$ cat src/rtl/ssp_adj_packer.sv
// ssp_adj_packer: packs a stream of adjacency edges into 1024-bit adjacency
// beats for the SSSP accelerator. Up to MAX_EDGES edges of one source node go
// into one beat; nodes with more edges are split across beats, and the tail
// flag tells the accelerator that another beat for the same node follows.
//
// Ports:
//   clk, rstn              clock, synchronous active-low reset
//   s_valid/s_ready        edge-word handshake from the DRAM edge reader
//   s_node/s_nbr/s_wt      source node id, neighbour id, edge weight
//   s_last                 last edge of s_node
//   s_empty                s_node has no edges (comes with s_last=1)
//   m_valid/m_ready        adjacency-beat handshake to the accelerator
//   m_data                 adjacency beat
//   beats_sent             beats handshaken (wraps)
//   nodes_done             beats with tail=0 handshaken (wraps)
//   err                    sticky protocol error
//
// Beat layout:
//   [31:0]            node id
//   [64k-32 +: 32]    neighbour of slot k (k=1..15), INF_ID when unused
//   [64k +: 32]       weight of slot k, 0 when unused
//   [992]             tail
//   [996:993]         edge count
//   [1023:997]        zero
module ssp_adj_packer #(
  parameter int unsigned MAX_EDGES = 15,
  parameter logic [31:0] INF_ID    = 32'hFFFF_FFFF
) (
  input  logic          clk,
  input  logic          rstn,
  input  logic          s_valid,
  output logic          s_ready,
  input  logic [31:0]   s_node,
  input  logic [31:0]   s_nbr,
  input  logic [31:0]   s_wt,
  input  logic          s_last,
  input  logic          s_empty,
  output logic          m_valid,
  input  logic          m_ready,
  output logic [1023:0] m_data,
  output logic [15:0]   beats_sent,
  output logic [15:0]   nodes_done,
  output logic          err
);

  localparam int unsigned ID_W     = 32;
  localparam int unsigned BEAT_W   = 1024;
  localparam int unsigned SLOT_W   = 4;
  localparam int unsigned CNT_W    = 16;
  localparam int unsigned NSLOT    = 15;
  localparam int unsigned TAIL_BIT = 992;
  localparam int unsigned CNT_LSB  = 993;

  typedef enum logic {
    FILL = 1'b0,
    EMIT = 1'b1
  } state_e;

  state_e              state_q, state_d;
  logic [SLOT_W-1:0]   slot_q, slot_d;
  logic [BEAT_W-1:0]   beat_q, beat_d;
  logic                cont_q, cont_d;
  logic                err_q, err_d;
  logic [CNT_W-1:0]    beats_q, beats_d;
  logic [CNT_W-1:0]    nodes_q, nodes_d;
  logic                s_ready_q, s_ready_d;
  logic                m_valid_q, m_valid_d;

  logic [ID_W-1:0]     cur_node;
  logic [BEAT_W-1:0]   base;
  logic [SLOT_W-1:0]   slot_inc;
  logic                node_err;
  logic                empty_err;
  logic                empty_ok;

  // Beat with the given node id, every slot empty (INF_ID/0), count 0, tail 0.
  function automatic logic [BEAT_W-1:0] blank_beat(input logic [ID_W-1:0] node);
    logic [BEAT_W-1:0] b;
    b = '0;
    b[ID_W-1:0] = node;
    for (int unsigned k = 1; k <= NSLOT; k++) begin
      b[64*k-32 +: 32] = INF_ID;
    end
    return b;
  endfunction

  // Next-state logic for the FILL/EMIT packer.
  always_comb begin
    state_d   = state_q;
    slot_d    = slot_q;
    beat_d    = beat_q;
    cont_d    = cont_q;
    err_d     = err_q;
    beats_d   = beats_q;
    nodes_d   = nodes_q;
    cur_node  = beat_q[ID_W-1:0];
    base      = beat_q;
    slot_inc  = slot_q + SLOT_W'(1);
    node_err  = 1'b0;
    empty_err = 1'b0;
    empty_ok  = 1'b0;

    case (state_q)
      FILL: begin
        if (s_valid && s_ready_q) begin
          node_err  = ((slot_q != '0) || cont_q) && (s_node != cur_node);
          empty_err = s_empty && ((slot_q != '0) || cont_q || !s_last);
          // A malformed empty marker is treated as an ordinary edge.
          empty_ok  = s_empty && !empty_err;
          if (node_err || empty_err) begin
            err_d = 1'b1;
          end

          // First edge of a beat starts from a clean slot image; a continued
          // node keeps its id, a new node latches s_node.
          if (slot_q == '0) begin
            base = blank_beat(cont_q ? cur_node : s_node);
          end

          if (empty_ok) begin
            beat_d  = base;
            state_d = EMIT;
          end else begin
            beat_d = base;
            for (int unsigned k = 1; k <= NSLOT; k++) begin
              if (slot_inc == SLOT_W'(k)) begin
                beat_d[64*k-32 +: 32] = s_nbr;
                beat_d[64*k +: 32]    = s_wt;
              end
            end
            beat_d[TAIL_BIT]              = ~s_last;
            beat_d[CNT_LSB +: SLOT_W]     = slot_inc;
            slot_d                        = slot_inc;
            if ((slot_inc == SLOT_W'(MAX_EDGES)) || s_last) begin
              state_d = EMIT;
            end
          end
        end
      end

      EMIT: begin
        if (m_ready) begin
          beats_d = beats_q + CNT_W'(1);
          if (!beat_q[TAIL_BIT]) begin
            nodes_d = nodes_q + CNT_W'(1);
          end
          cont_d  = beat_q[TAIL_BIT];
          slot_d  = '0;
          beat_d  = blank_beat(cur_node);
          state_d = FILL;
        end
      end

      default: state_d = FILL;
    endcase

    s_ready_d = (state_d == FILL);
    m_valid_d = (state_d == EMIT);
  end

  // State and output registers; synchronous reset drops any partial beat.
  always_ff @(posedge clk) begin
    if (!rstn) begin
      state_q   <= FILL;
      slot_q    <= '0;
      beat_q    <= '0;
      cont_q    <= 1'b0;
      err_q     <= 1'b0;
      beats_q   <= '0;
      nodes_q   <= '0;
      s_ready_q <= 1'b1;
      m_valid_q <= 1'b0;
    end else begin
      state_q   <= state_d;
      slot_q    <= slot_d;
      beat_q    <= beat_d;
      cont_q    <= cont_d;
      err_q     <= err_d;
      beats_q   <= beats_d;
      nodes_q   <= nodes_d;
      s_ready_q <= s_ready_d;
      m_valid_q <= m_valid_d;
    end
  end

  assign s_ready    = s_ready_q;
  assign m_valid    = m_valid_q;
  assign m_data     = beat_q;
  assign beats_sent = beats_q;
  assign nodes_done = nodes_q;
  assign err        = err_q;

endmodule

$ cat config.mk
export PLATFORM = sky130hd
export DESIGN_NAME = ssp_adj_packer
export DESIGN_NICKNAME = d
export VERILOG_FILES = /design/src/rtl/ssp_adj_packer.sv
export SDC_FILE = /design/constraint.sdc
export NUM_CORES = 2
export LEC_CHECK = 0
export BUFFER_PORTS_ARGS = -buffer_cell sky130_fd_sc_hd__buf_2
export CORE_AREA = 10 10 440 442
export CTS_BUF_LIST = sky130_fd_sc_hd__clkbuf_8 sky130_fd_sc_hd__clkbuf_16
export DETAILED_ROUTE_END_ITERATION = 7
export DIE_AREA = 0 0 450 452
export SYNTH_ARGS = -nofsm -noshare
export SYNTH_HDL_FRONTEND = slang
export SYNTH_SLANG_ARGS = --single-unit
$ cat constraint.sdc
create_clock -name clk -period 2.8 [get_ports clk]
set_input_delay 0.14 -clock clk [delete_from_list [all_inputs] [get_ports clk]]
set_output_delay 0.14 -clock clk [all_outputs]
set_load 0.01 [all_outputs]
==> flow_metrics.env <==
export IMPL_cp_end_kind="flop"
export IMPL_fin_worst_skew_ns=0.0599
export IMPL_clkTransAtPathRegs_ns=0.06
export IMPL_grt_max_degree=215
export IMPL_ys_seq_elements=1037
export IMPL_vias_per_cell=4.80
export IMPL_synth_top_area_share_pct=57.1
export IMPL_synth_cell_types=64
export IMPL_cts_buffers=114
export IMPL_layout_setup_ws_ns=0.0876
export IMPL_dp_hpwl_um=158000
export IMPL_post_place_ws_ns=0.0416
export IMPL_status="finished, final reports clean"
export IMPL_path_max_fanout=30
export IMPL_drt_total_wl_um=214000
export IMPL_grt_overflow_total=0
export IMPL_firstDrtPassIters=7
export IMPL_drive_gt1_share_pct=36.8
export IMPL_pwr_share_clk_pct=40.7
export IMPL_synthArstFlopShare_pct=0
export IMPL_max_stage_delay_ns=0.89
export IMPL_setup_viol=0
export IMPL_ant_nets=0
export IMPL_worst_pin_slew_ns=1.19
export IMPL_synth_warnings=0
export IMPL_crit_arrival_ns=3.39
export IMPL_root_buffer="clkbuf_16"
export IMPL_yosysMostFrequentCell="dfxtp_1"
export IMPL_dpl_instance_area_um2=45400
export IMPL_clock_latency_ns=0.78
export IMPL_syn_area_um2=36300
export IMPL_p_switching_mw=11.4
export IMPL_crit_chain="ha_1, nand2b_1, o21ai_1, a211oi_4, nor2_4, buf_4, a2bb2oi_1"
export IMPL_area_delta_synth_final_pct=38.7
export IMPL_cap_violations=0
export IMPL_seqPwrFrac_pct=43.0
export IMPL_hold_viol_final=0
export IMPL_critPathTopFamily="simple AND/OR/NAND/NOR gates"
export IMPL_synth_largest_area_cell="dfxtp_1"
export IMPL_grt_pass1_vias=34200
export IMPL_port_buffers=1133
export IMPL_powerDensity_nw_per_um2=765
export IMPL_fp_dieW_um=450
export IMPL_boundaryPins=1161
export IMPL_final_min_clock_period_ns=2.71
export IMPL_crit_type="reg -> reg"
export IMPL_rows=158
export IMPL_routedWlPerCell_um=29.3
export IMPL_hold_slack_ns=0.0916
export IMPL_vias=35100
export IMPL_antenna_found_initial=14
export IMPL_p_int_mw=27.1
export IMPL_synth_commonest_cells="dfxtp_1, nand2_1, clkbuf_1"
export IMPL_synth_flop_cell="dfxtp_1"
export IMPL_synth_avg_cell_area_um2=10.1
export IMPL_tns_ns=0
export IMPL_period_share_pct=96.9
export IMPL_path_buf_inv=1
export IMPL_grt_pass1_wl_um=289000
export IMPL_swShare_pct=29.7
export IMPL_worst_setup_path_start_kind="flop"
export IMPL_grt_setup_unrepaired="yes"
export IMPL_start_util_pct=19.7
export IMPL_clock_sinks=1037
export IMPL_die_h_um=452
export IMPL_fillers=19700
export IMPL_cts_buffer_depth=3
export IMPL_fin_nets=4826
export IMPL_track_usage_pct=19.7
export IMPL_yosysSeqAreaShare_pct=57.1
export IMPL_die_area_um2=203000
export IMPL_cts_tree="yes"
export IMPL_cp_required_ns=3.47
export IMPL_core_um2=185000
export IMPL_cts_htree_levels=3
export IMPL_p_comb_share_pct=16.3
export IMPL_peakVddDrop_v=0.000492
export IMPL_final_cells=7310
export IMPL_cp_slowest_cell="nor2_4"
export IMPL_synth_edff_count=0
export IMPL_max_freq_mhz=369
export IMPL_dp_cells=6981
export IMPL_gp_congestion=0.920
export IMPL_relSlewSlack_pct=20.6
export IMPL_drc=0
export IMPL_synth_area_top_cells="dfxtp_1, o221a_2, nand2_1"
export IMPL_power_leakage_nw=21.3
export IMPL_hp_class="in -> reg"
export IMPL_netlist_instances=3604
export IMPL_final_area_um2=50400
export IMPL_slew_violations=0
export IMPL_dr_first_iter_drc_count=3307
==> per-layer routing <==
layer,global-route usage (%),up-vias,wire (µm)
met1,22.7,17400,81000
li1,-,15400,-
met4,10.2,6,12600
met3,4.65,420,15500
met5,0,-,34
met2,34.0,1808,105000
==> per-stage QoR <==
stage / util (%) / power (mW)
floorplan: - / 19.7
global placement: 24.6 / 23.0
detailed placement: 24.6 / 23.1
CTS: 27.3 / 38.9
global route: 27.3 / 39.8
finish: 27.3 / 38.6
==> tightest hold or removal path: stages <==
cell      delay, ns
buf_2          0.13
nand3b_4       0.15
buf_4          0.28
o41ai_1        0.11
==> area by class of cell <==
class                           count  area (µm²)  share of cell area [%]
Antenna cell                       14        35.0                  0.0695
Clock buffer                      142        3250                    6.45
Clock inverter                     72         699                    1.39
Inverter                           12        52.6                   0.104
Multi-Input combinational cell   2179       14100                    28.1
Sequential cell                  1037       20800                    41.2
Tap cell                         2480        3100                    6.16
Timing Repair Buffer             1374        8340                    16.6
==> power groups by stage <==
| stage | Clock, mW | Combinational [mW] | Sequential, mW |
|---|---|---|---|
| after floorplan | 0 | 2.48 | 17.2 |
| after global placement | 0 | 6.22 | 16.8 |
| after detailed placement | 0 | 6.27 | 16.8 |
| after CTS | 15.9 | 6.41 | 16.5 |
| after global routing | 16.5 | 6.63 | 16.7 |
| final | 15.7 | 6.31 | 16.6 |
==> state kept, by name (all words and copies together), names as in the netlist <==
name        cells
err             1
m_data        997
nodes_done     16
cont_q          1
slot_q          4
m_valid         1
beats_sent     16
s_ready         1
==> kinds of logic after synthesis <==
kind of cell / count (synthesis) / share of synthesized area (%)
AOI/OAI and AO/OA: 1262 / 26.7
xor gates and xnor gates: 58 / 1.40
DFF: 1037 / 57.1
other: 1 / 0.0103
buffers and inverters: 414 / 5.08
adders and majority gates: 6 / 0.207
and+or+nand+nor: 826 / 9.47
==> path summary, 6_finish.rpt <==
check / slack [ns] / cells after the start / from / endpoint
setup / recovery: 0.09 / 7 / slot_q[0] / m_data[426]
hold / removal: 0.09 / 4 / s_valid / err
setup reg to reg: 0.09 / 7 / slot_q[0] / m_data[426]
hold reg to reg: 0.45 / 2 / m_data[995] / m_data[995]
==> repair_timing <==
action	CTS	global route
gates resized for setup	0	1
hold endpoints to repair	446	0
setup buffers	0	1
hold buffers	100	0
setup endpoints to repair	0	49
==> cell usage in the layout (no fill, tap or decap), types with 6 or more instances in the layout <==
cell | netlist | layout
o21ai_0 | 136 | 136
a22o_1 | 26 | 26
nand3_1 | 12 | 10
dlygate4sd3_1 | 0 | 100
clkinv_4 | 0 | 6
a32oi_1 | 21 | 21
nand2b_1 | 12 | 12
a21oi_4 | 4 | 8
o21ai_1 | 48 | 38
buf_12 | 0 | 48
dfxtp_1 | 1037 | 1037
a2bb2oi_1 | 192 | 192
nor2_1 | 115 | 109
o221a_2 | 250 | 250
diode_2 | 0 | 14
buf_2 | 89 | 1132
o21ai_4 | 0 | 10
a22oi_1 | 50 | 50
o22ai_1 | 224 | 224
clkbuf_16 | 0 | 115
nand4_1 | 15 | 15
a21oi_1 | 215 | 213
conb_1 | 1 | 27
xor2_1 | 46 | 46
nand2_1 | 580 | 577
o221a_1 | 31 | 31
inv_1 | 11 | 39
or3_1 | 15 | 13
nor2_4 | 1 | 9
buf_4 | 47 | 92
clkinv_2 | 0 | 14
ha_1 | 6 | 6
xnor2_1 | 12 | 12
clkbuf_8 | 0 | 27
nor4_1 | 10 | 10
o2bb2ai_1 | 32 | 32
bufinv_16 | 0 | 7
nor3_1 | 32 | 31
(Power assumes the default switching activity.)
